==> src/rtl/io_out_buffer.sv <==
// Output byte FIFO between core and UART transmitter.
// Optional IO_OUT_WORD_EN: push all four out_data bytes per write.
module io_out_buffer #(
  parameter int DEPTH_LOG2 = 4
) (
  input  logic                  clk,
  input  logic                  rst,
  input  logic                  out_issued,
  input  logic [31:0]           out_data,
  output logic                  out_stall,
  output logic [7:0]            tx_data,
  output logic                  tx_valid,
  input  logic                  tx_ready,
  output logic [DEPTH_LOG2:0]   fifo_count
);

  localparam int DEPTH = 1 << DEPTH_LOG2;

`ifdef IO_OUT_WORD_EN
  localparam int N = 4;
`else
  localparam int N = 1;
  logic unused_hi;
  assign unused_hi = ^out_data[31:8];
`endif

  localparam logic [DEPTH_LOG2:0] DEPTH_C =
    {1'b1, {DEPTH_LOG2{1'b0}}};
  localparam logic [DEPTH_LOG2:0] N_C =
    (DEPTH_LOG2+1)'(N);

  logic [7:0]            mem [DEPTH];
  logic [DEPTH_LOG2-1:0] wr_ptr;
  logic [DEPTH_LOG2-1:0] rd_ptr;
  logic [DEPTH_LOG2:0]   count;
  logic [DEPTH_LOG2:0]   free;
  logic [DEPTH_LOG2:0]   count_nxt;
  logic                  push;
  logic                  pop;

  assign free       = DEPTH_C - count;
  assign out_stall  = out_issued && (free < N_C);
  assign push       = out_issued && !out_stall;
  assign tx_valid   = (count != '0);
  assign pop        = tx_valid && tx_ready;
  assign tx_data    = mem[rd_ptr];
  assign fifo_count = count;

  // Occupancy after this cycle's push and pop.
  always_comb begin
    count_nxt = count;
    if (push)
      count_nxt = count_nxt + N_C;
    if (pop)
      count_nxt = count_nxt - 1'b1;
  end

  // Storage write; a multi-byte push may wrap.
  always_ff @(posedge clk) begin
    if (push) begin
      for (int i = 0; i < N; i++)
        mem[wr_ptr + DEPTH_LOG2'(i)] <=
          out_data[8*i +: 8];
    end
  end

  // Pointers and occupancy.
  always_ff @(posedge clk) begin
    if (rst) begin
      wr_ptr <= '0;
      rd_ptr <= '0;
      count  <= '0;
    end else begin
      if (push)
        wr_ptr <= wr_ptr + DEPTH_LOG2'(N);
      if (pop)
        rd_ptr <= rd_ptr + 1'b1;
      count <= count_nxt;
    end
  end

endmodule

==> config.mk <==
export PLATFORM = sky130hd
export DESIGN_NAME = io_out_buffer
export DESIGN_NICKNAME = d
export VERILOG_FILES = /design/src/rtl/io_out_buffer.sv
export SDC_FILE = /design/constraint.sdc
export NUM_CORES = 1
export LEC_CHECK = 0
export CAP_MARGIN = 20
export CORE_ASPECT_RATIO = 1.2
export CORE_MARGIN = 3
export CORE_UTILIZATION = 31
export DETAILED_ROUTE_END_ITERATION = 8
export RECOVER_POWER = 50
export SLEW_MARGIN = 30
export SYNTH_ARGS = -nofsm -noshare
export SYNTH_HDL_FRONTEND = slang
export SYNTH_SLANG_ARGS = --single-unit
==> constraint.sdc <==
create_clock -name clk -period 4.48 [get_ports clk]
set_clock_uncertainty 0.05 [all_clocks]
set_input_delay 1.344 -clock clk [delete_from_list [all_inputs] [get_ports clk]]
set_output_delay 1.344 -clock clk [all_outputs]
set_load 0.05 [all_outputs]
After elaboration in Yosys (flattened, before gate mapping)
Memory sizes are Yosys's and may differ from the RTL's. A register that Yosys moved wholly into a read port is not among the register bits.
Index checks and enable logic that the tools add are counted.
Storage, ports and cells
  bits in registers: 13
  memory bits (writable): 128
  word-level logic and storage cells: 21
  output and inout bits: 15
  memories: 1
  bits of input ports: 36
  bits in read-only memories: 0
  bits in latches: 0
Cells by class
  reduce and logical (&&, ||, !) cells: 5
  div/mod/pow operators: 0
  mux-type cells: 6
  shifts and indexed selects: 0
  equality and inequality tests: 0
  add/subtract/negate cells: 5
  magnitude comparators: 1
  $mul: 0
  bitwise gates (word level): 0
Memory list
  mem: words 16, bits a word 8, read ports 1, clocked after memory_dff 1, wr ports 1, line 32  | logic [7:0] mem [DEPTH];
Operators with widths (count)
  2-to-1 mux 5 bit: 2
  adder 4 x 1 -> 4 bit (second input constant): 2
  2-to-1 mux 4 bit: 2
  adder 5 x 1 -> 5 bit (second input constant): 1
  less-than comparator 5 x 1 -> 1 bit (second input constant): 1
  nonzero test 5 bit: 1
  subtractor 5 x 1 -> 5 bit (second input constant): 1
  subtractor 5 bit (first input constant): 1
  logical AND 1 bit: 3
  2-to-1 mux 1 bit: 2
  logical NOT 1 bit: 1

Depth between registers and ports, before layout
Gate-level depths: netlist of the first run.
  word-level depth: 8
  mapped depth: 15
  mapped depth without buffers: 14

Worst setup path before layout of the first run
Ideal clock, no wire load.
  path type: register to output
  start point: register count[0] (netlist: fifo_count[0])
  end point: output port out_stall
  path slack: -139 ps
  arrival time: 3225 ps
  required time: 3086 ps
  cell stages (with the launch flop): 10
  buffers on the path: 1
  cells stage by stage: dfxtp_1 > buf_2 > inv_1 > ha_1 > inv_1 > nor3_1 > ha_1 > nor3b_4 > o21ai_1 > nor3b_1
On the way
  longest elaborated chain between the ends: 3
RTL lines
  from (decl): line 35  | logic [DEPTH_LOG2:0] count;
  from (signal assigned): line 78  | count <= count_nxt;
  subtractor 5 bit: line 41  | assign free = DEPTH_C - count;
  less-than comparator 5 x 1 -> 1 bit: line 42  | assign out_stall = out_issued && (free < N_C);
  logical AND 1 bit: line 42
  to (decl): line 10  | output logic out_stall,
Every way passes these cells.

==> impl_metrics.tcl, run 1 <==
set metrics [dict create \
    ir_worst_vdd_v 0.0005783 \
    final-seq-area_um2 4185 \
    setup_viol 0 \
    multiInputGateArea_um2 1718 \
    finalSetupTns_ns 0 \
    cap_viol_max_count 0 \
    numPortBuffers 26 \
    p_int_uw 2842 \
    hold_path_class "flop to flop" \
    syn_nets 352 \
    ys_seq_area_share_pct 69.41 \
    timing.reg2reg.worst_path_depth 10 \
    cp.arrival_ns 2.90 \
    grt_overflow 0 \
    holdPathEnd "rd_ptr[3]" \
    io_pins 51 \
    drc 0 \
    syn-cell-area_um2 6028 \
    fmax_mhz 233.1 \
    tightestPinTransition_ns 1.312 \
    rsz0062_at_grt "false" \
    p_switching_uw 1409 \
    grt_usage_pct 11.98 \
    cp-start-kind "flop" \
    cts-buffers-inserted 17 \
    grt_pass1_wl_um 18820 \
    first_pass_iters 4 \
    htree_levels 4 \
    synth_seq_cells 145 \
    ys_types 44 \
    p_leak_uw 0.002398 \
    r2r_end "mem[5][2]" \
    ys.flop_type "edfxtp_1" \
    placed_area_um2 6649 \
    final_common_cell "edfxtp_1" \
    gp_congestion 0.7251 \
    status "finished, final reports clean" \
    cts_tree "yes" \
    n_antenna_cell 0 \
    drt_wl_total_um 12140 \
    die_h_um 158.8 \
    power_density_nw_per_um2 592.2 \
    crit_type "flop to primary output" \
    ant_nets 0 \
    finalCriticalPeriod_ns 4.290 \
    grt_pass1_vias 3126 \
    relSlewSlack_pct 11.59 \
    dp.final_hpwl_um 7652 \
    layout_common_cells "edfxtp_1 (128), mux4_1 (28), nor2_1 (21)" \
    rows 55 \
    area_growth_pct 19.07 \
    final_layout_size_suffix_gt1_share_pct 18.06 \
    postSynthAreaPerCell_um2 19.64 \
    finalHoldViolCount 0 \
    hp-start "rd_ptr[3]" \
    synth_edf_count 128 \
    p_comb_share_pct 30.5 \
    rrSetupSlack_ns 0.49 \
    worstPathMaxFanout 32 \
    swShare_pct 33.15 \
    period_share_pct 95.76 \
    fin_cells 616 \
    postCtsSetupBuffers 0 \
    power.share.clock_pct 30.6 \
    insertion_delay_ns 0.41 \
    cts_max_path_buffers 2 \
    dieArea_um2 21160 \
    grt_max_degree 33 \
    crit_required_ns 3.09 \
    wl_per_cell_um 19.70 \
    clockRootBuffer "clkbuf_16" \
    hold_buffers 0 \
    synth-warning-count 0 \
    antenna_found_initial 1 \
    clkTransAtPathRegs_ns 0.07 \
    cts-resized-gates 0 \
    seqPwrFrac_pct 38.9 \
    asyncSetResetFlopFracSynth_pct 0 \
    via_count 2992 \
    power.total_uw 4251 \
    drt_iter0_markers 257 \
    syn_inst 307 \
    dp.cells 584 \
    finalNetCount 392 \
    hold_depth 2 \
    rr_startpoint "fifo_count[0]" \
    start_util_pct 31.74 \
    fillers 1769 \
    cp-end-kind "primary output" \
    stdcell_area_um2 7178 \
    vias_per_cell 4.857 \
    cts.sinks 145 \
    die_w_um 133.3 \
    maxSlewViolCount 0 \
    core_um2 18990 \
]
-- final cells by class --
| cell class | instances | area share (%) |
|---|---|---|
| sequential | 145 | 58.31 |
| timing repair buffer | 38 | 5.090 |
| clock inverter | 15 | 1.708 |
| inverter | 11 | 0.5752 |
| tap | 256 | 4.462 |
| clock buffer | 17 | 5.926 |
| multi-input combinational | 134 | 23.93 |
-- cell usage after synthesis, types with 2 or more instances --
cell / count / area share (%)
nor2_1: 21 / 1.3
clkbuf_1: 6 / 0.37
inv_1: 11 / 0.68
o211ai_1: 2 / 0.25
mux4_1: 28 / 12
nand4_1: 3 / 0.31
edfxtp_1: 128 / 64
nor3_1: 2 / 0.17
nor4_1: 4 / 0.42
and3_1: 5 / 0.52
buf_1: 4 / 0.25
nor2b_1: 3 / 0.31
mux2i_1: 2 / 0.33
buf_6: 3 / 0.56
ha_1: 9 / 1.9
o21ai_1: 2 / 0.17
mux4_2: 12 / 4.5
xnor2_1: 6 / 0.87
nand2_1: 5 / 0.31
buf_2: 2 / 0.17
dfxtp_1: 17 / 5.6
and2_1: 4 / 0.42
xor2_1: 7 / 1.0
-- critical path, cell delays in order (launching register included) --
cell             delay (ns)
dfxtp_2                0.34
buf_12                 0.23
mux4_1                 0.61
mux4_2                 0.53
clkdlybuf4s50_1        0.73
-- registers in the layout, indices dropped and copies added, names as in the netlist, named ones only --
name,cells
mem,128
wr_ptr,4
fifo_count,5
rd_ptr,4
-- metal layers --
layer	up-vias	global-route usage (%)	part of all wire, %
met1	1575	15.88	44
met2	67	19.15	50
met5	-	0	0
met3	13	2.788	3.7
met4	0	4.630	1.6
li1	1337	-	-
-- worst max path at each step --
| stage | start | end |
|---|---|---|
| floorplan | fifo_count[0] | out_stall |
| global placement | flop | tx_data[7] |
| detailed placement | flop | tx_data[7] |
| CTS | flop | tx_data[7] |
| global route | fifo_count[0] | mem[5][2] |
| finish | flop | tx_data[1] |
-- logic make-up (layout without fill, tap and decap cells) --
kind of cell / Yosys count / after routing / synth area share, %
DFF: 145 / 145 / 69.41
adders and majority gates: 9 / 9 / 1.868
muxes: 43 / 43 / 17.21
and+or+nand+nor: 54 / 54 / 5.023
buffers and inverters: 28 / 81 / 2.407
AOI/OAI and AO/OA: 15 / 15 / 2.200
xor gates and xnor gates: 13 / 13 / 1.889
-- power by group through the flow --
stage / clock, uW / sequential [uW] / combinational, uW
after floorplan: 0 / 1710 / 915
after global placement: 0 / 1670 / 1310
after detailed placement: 0 / 1680 / 1340
after CTS: 1330 / 1650 / 1340
after global routing: 1390 / 1670 / 1390
final: 1300 / 1650 / 1300
-- through the flow --
| stage | setup WS (ns) | util [%] | hold slack [ns] |
|---|---|---|---|
| after floorplan | 0.3476 | - | 0.4347 |
| after global placement | 0.6254 | 35.01 | 0.4649 |
| after detailed placement | 0.6008 | 35.01 | 0.4873 |
| after CTS | 0.1392 | 37.89 | 0.5068 |
| after global routing | 0.1219 | 37.79 | 0.5509 |
| final | 0.1901 | 37.79 | 0.5019 |
Power figures use the tool's default switching activity.
==> run 2, diff against run 1 <==
- CORE_MARGIN: 3 -> unset
==> run 2 against run 1 <==
Sequential share of layout area decreased by 0.92 points. Critical path depth unchanged. Routed wire length rose by 1.3%. Highest routed layer unchanged. Critical endpoint unchanged. Critical path type unchanged.
==> impl_metrics.tcl, run 2 (synthesized netlist as in run 1, its figures left out) <==
set metrics [dict create \
    status "finished, final reports clean" \
    largest_register "mem" \
    io_pins 51 \
    start_util_pct 31.85 \
    path_depth 4 \
    met3_usage_pct 3.632 \
    final_common_cell "edfxtp_1" \
    die_h_um 154.8 \
    ir_worst_vdd_v 0.0004183 \
    p_leak_uw 0.002428 \
    slowest_delay_ns 0.73 \
    finalHoldViolCount 0 \
    cp.arrival_ns 2.88 \
    clkTransAtPathRegs_ns 0.06 \
    core_um2 18920 \
    cts-buffers-inserted 17 \
    postCtsSetupBuffers 0 \
    gp_congestion 0.8070 \
    hold_depth 2 \
    crit_required_ns 3.09 \
    vias_per_cell 4.904 \
    grt_use_met2_pct 22.25 \
    tightestPinTransition_ns 1.369 \
    final-seq-area_um2 4185 \
    timing.reg2reg.worst_path_depth 10 \
    fillers 1719 \
    first_pass_iters 4 \
    rsz0062_at_grt "false" \
    drc 0 \
    multiInputGateArea_um2 1718 \
    numPortBuffers 26 \
    finalCriticalPeriod_ns 4.271 \
    finalNetCount 392 \
    relSlewSlack_pct 7.769 \
    area_growth_pct 20.98 \
    grt_pass1_wl_um 18830 \
    via_count 3021 \
    cap_viol_max_count 0 \
    antenna_found_initial 0 \
    crit_type "flop to primary output" \
    n_antenna_cell 0 \
    worst-path-buf-inv 2 \
    power_density_nw_per_um2 622.0 \
    cp-start-kind "flop" \
    cp-end-kind "primary output" \
    die_w_um 129.3 \
    largest_reg_flops 128 \
    finalHoldWorstSlack_ns 0.5031 \
    path_cells "buf_12 -> mux4_1 -> mux4_2 -> clkdlybuf4s50_1" \
    insertion_delay_ns 0.42 \
    grt_pass1_vias 3305 \
    path_delay_family "multiplexers" \
    fmax_mhz 234.1 \
    period_share_pct 95.34 \
    cts-resized-gates 0 \
    final_layout_size_suffix_gt1_share_pct 17.50 \
    setup_viol 0 \
    hold_buffers 0 \
    hold_path_class "flop to flop" \
    htree_levels 4 \
    cts.sinks 145 \
    wl_per_cell_um 19.96 \
    maxSlewViolCount 0 \
    dieArea_um2 20010 \
    grt_overflow 0 \
    worstPathMaxFanout 32 \
    ant_nets 0 \
    grt_util_met1_pct 16.43 \
    drt_iter0_markers 319 \
    clockRootBuffer "clkbuf_16" \
    drt_wl_total_um 12290 \
    busiest_layer "met2" \
    grt_max_degree 33 \
    cts_tree "yes" \
    finalSetupTns_ns 0 \
    cp_slowest_cell "clkdlybuf4s50_1" \
    dp.final_hpwl_um 7485 \
    layout_common_cells "edfxtp_1 (128), mux4_1 (28), nor2_1 (21)" \
    cts_max_path_buffers 2 \
    rows 55 \
    grt_usage_pct 13.46 \
]
[run 2: through the flow]
stage	power [uW]	util, %	cell area [um2]	worst slack, ns	instances
2_1_floorplan	2624	-	6033	0.3476	307
3_3_place_gp	2981	35.13	6649	0.6247	584
3_5_place_dp	3020	35.13	6649	0.6261	584
4_1_cts	4607	38.66	7316	0.1595	616
5_1_grt	4725	38.54	7293	0.1292	616
6_report	4536	38.54	7293	0.2086	616
[run 2: metal layers]
layer,part of all wire (%),vias up
li1,-,1340
met1,43,1582
met2,51,75
met3,3.8,24
met4,1.9,0
met5,0,-
[run 2: layout make-up]
type / instances / share of cell area [%]
Clock inverter: 14 / 3.260
Sequential cell: 145 / 57.39
Clock buffer: 18 / 5.884
Inverter: 11 / 0.5661
Timing Repair Buffer: 38 / 4.958
Multi-Input combinational cell: 134 / 23.55
Tap cell: 256 / 4.392
[run 2: path summary, 6_finish.rpt]
path,start,endpoint,slack [ns]
worst min register to register,rd_ptr[3],flop,0.50
worst min-delay path,rd_ptr[3],flop,0.50
worst max register to register,fifo_count[0],mem[7][0],0.43
worst max-delay path,flop,tx_data[1],0.21
[run 2: worst min-delay path, delay by kind of cell, from the launching register on]
family	cells	cell delay, ns
xor gates and xnor gates	1	0.06
and+or+nand+nor	1	0.11
DFF	1	0.33
[run 2: report_power, final]
| part | total (uW) | internal, uW | switching [uW] |
|---|---|---|---|
| registers | 1650 | 1580 | 74.4 |
| clock network | 1580 | 1040 | 542 |
| logic | 1300 | 539 | 762 |
| total | 4540 | 3160 | 1380 |
==> run 3, diff against run 2 <==
- CORE_ASPECT_RATIO: 1.2 -> 1.5
- GPL_TIMING_DRIVEN: unset -> 1
==> run 3 against run 2 <==
Combinational power hardly changed. Largest cell class unchanged. Highest routed layer unchanged. Sequential power hardly changed. Maximum frequency fell by 0.43%. Final cell count increased by 0.16%.
==> impl_metrics.tcl, run 3 (synthesized netlist as in run 1, its figures left out) <==
set metrics [dict create \
    status "finished, final reports clean" \
    ant_nets 0 \
    area_growth_pct 20.53 \
    final_common_cell "edfxtp_1" \
    grt_pass1_wl_um 18430 \
    crit_type "flop to primary output" \
    htree_levels 4 \
    finalSetupTns_ns 0 \
    rr_startpoint "fifo_count[0]" \
    power_density_nw_per_um2 610.0 \
    finalNetCount 393 \
    postCtsSetupBuffers 0 \
    ir_worst_vdd_v 0.0005326 \
    dieArea_um2 20020 \
    grt_pass1_vias 3135 \
    worstPathMaxFanout 32 \
    grt_overflow 0 \
    maxSlewViolCount 0 \
    io_pins 51 \
    grt_max_degree 33 \
    numPortBuffers 26 \
    cp-start-kind "flop" \
    n_antenna_cell 0 \
    rrSetupSlack_ns 1.08 \
    final_util_pct 38.07 \
    fmax_mhz 233.1 \
    finalCriticalPeriod_ns 4.290 \
    start_util_pct 31.59 \
    p_int_uw 3050 \
    largest_reg_flops 128 \
    grt_usage_pct 13.18 \
    crit_required_ns 3.09 \
    clkTransAtPathRegs_ns 0.06 \
    drc 0 \
    cts-resized-gates 0 \
    rsz0062_at_grt "false" \
    die_w_um 115.9 \
    first_pass_iters 4 \
    gp_congestion 0.7783 \
    drt_iter0_markers 175 \
    cts_max_path_buffers 2 \
    final_layout_size_suffix_gt1_share_pct 17.73 \
    setup_viol 0 \
    cts.sinks 145 \
    cp.arrival_ns 2.90 \
    swShare_pct 31.18 \
    p_comb_share_pct 29.5 \
    finalHoldWorstSlack_ns 0.4899 \
    p_switching_uw 1382 \
    seqPwrFrac_pct 37.2 \
    busiest_layer "met2" \
    antenna_found_initial 0 \
    via_count 2924 \
    insertion_delay_ns 0.42 \
    hold_depth 2 \
    dp.final_hpwl_um 7522 \
    period_share_pct 95.75 \
    grt_util_met1_pct 15.31 \
    hold_path_class "flop to flop" \
    hp-start "rd_ptr[3]" \
    drt_wl_total_um 12230 \
    tightestPinTransition_ns 0.6936 \
    p_leak_uw 0.002423 \
    cp-end-kind "primary output" \
    hold_buffers 0 \
    relSlewSlack_pct 53.76 \
    wl_per_cell_um 19.81 \
    clockRootBuffer "clkbuf_16" \
    power.share.clock_pct 33.2 \
    met3_usage_pct 2.979 \
    cts_tree "yes" \
    core_um2 19080 \
    cts-buffers-inserted 17 \
    finalHoldViolCount 0 \
    vias_per_cell 4.739 \
    timing.reg2reg.worst_path_depth 10 \
    layout_common_cells "edfxtp_1 (128), mux4_1 (28), nor2_1 (21)" \
    grt_use_met2_pct 22.69 \
    cap_viol_max_count 0 \
    die_h_um 172.8 \
    rows 62 \
    largest_register "mem" \
]
run 3: cell types whose count changed in the layout (fill, tap and decap cells not counted):
| cell | before | now |
|---|---|---|
| bufinv_16 | 6 | 4 |
| clkdlybuf4s50_1 | 14 | 15 |
| inv_6 | 0 | 3 |
| clkinv_4 | 2 | 1 |
| buf_4 | 8 | 10 |
| clkinv_1 | 0 | 1 |
| clkinvlp_4 | 4 | 2 |
| o21ai_0 | 3 | 2 |
| dlygate4sd3_1 | 11 | 10 |
| o21ai_4 | 0 | 1 |
run 3: path summary, 6_finish.rpt:
path                              endpoint
worst min-delay path                  flop
worst max-delay path            tx_data[1]
worst max register to register   mem[5][7]
worst min register to register        flop
run 3: area by class of cell:
type	count	area, um2
well taps	256	320.3
multi-input cells	134	1729
clock inverters	13	183.9
fillers	1766	11820
inverters	11	41.29
repair buffers	39	372.9
flip-flops and latches	145	4185
clock buffers	19	432.9
run 3: worst max-delay path: stages (launching register included):
cell and delay [ns]:
dfxtp_2 0.34, buf_12 0.23, mux4_1 0.62, mux4_2 0.51, clkdlybuf4s50_1 0.74
run 3: power groups by stage:
stage / sequential (uW) / clock, uW / combinational (uW)
3_5_place_dp: 1680 / 0 / 1340
6_report: 1650 / 1470 / 1310
5_1_grt: 1660 / 1550 / 1400
4_1_cts: 1650 / 1500 / 1340
3_3_place_gp: 1670 / 0 / 1310
2_1_floorplan: 1710 / 0 / 915
run 3: layer usage:
layer / up-vias / part of all wire (%)
li1: 1339 / -
met1: 1502 / 39
met2: 68 / 55
met3: 15 / 3.6
met4: 0 / 2.3
met5: - / 0
run 3: metrics by stage:
step	area [um2]	power, uW	std cells	setup slack (ns)
CTS	7273	4489	617	0.1478
floorplan	6033	2624	307	0.3476
finish	7266	4432	617	0.1902
global placement	6656	2989	585	0.6122
global route	7266	4619	617	0.09804
detailed placement	6656	3015	585	0.5965
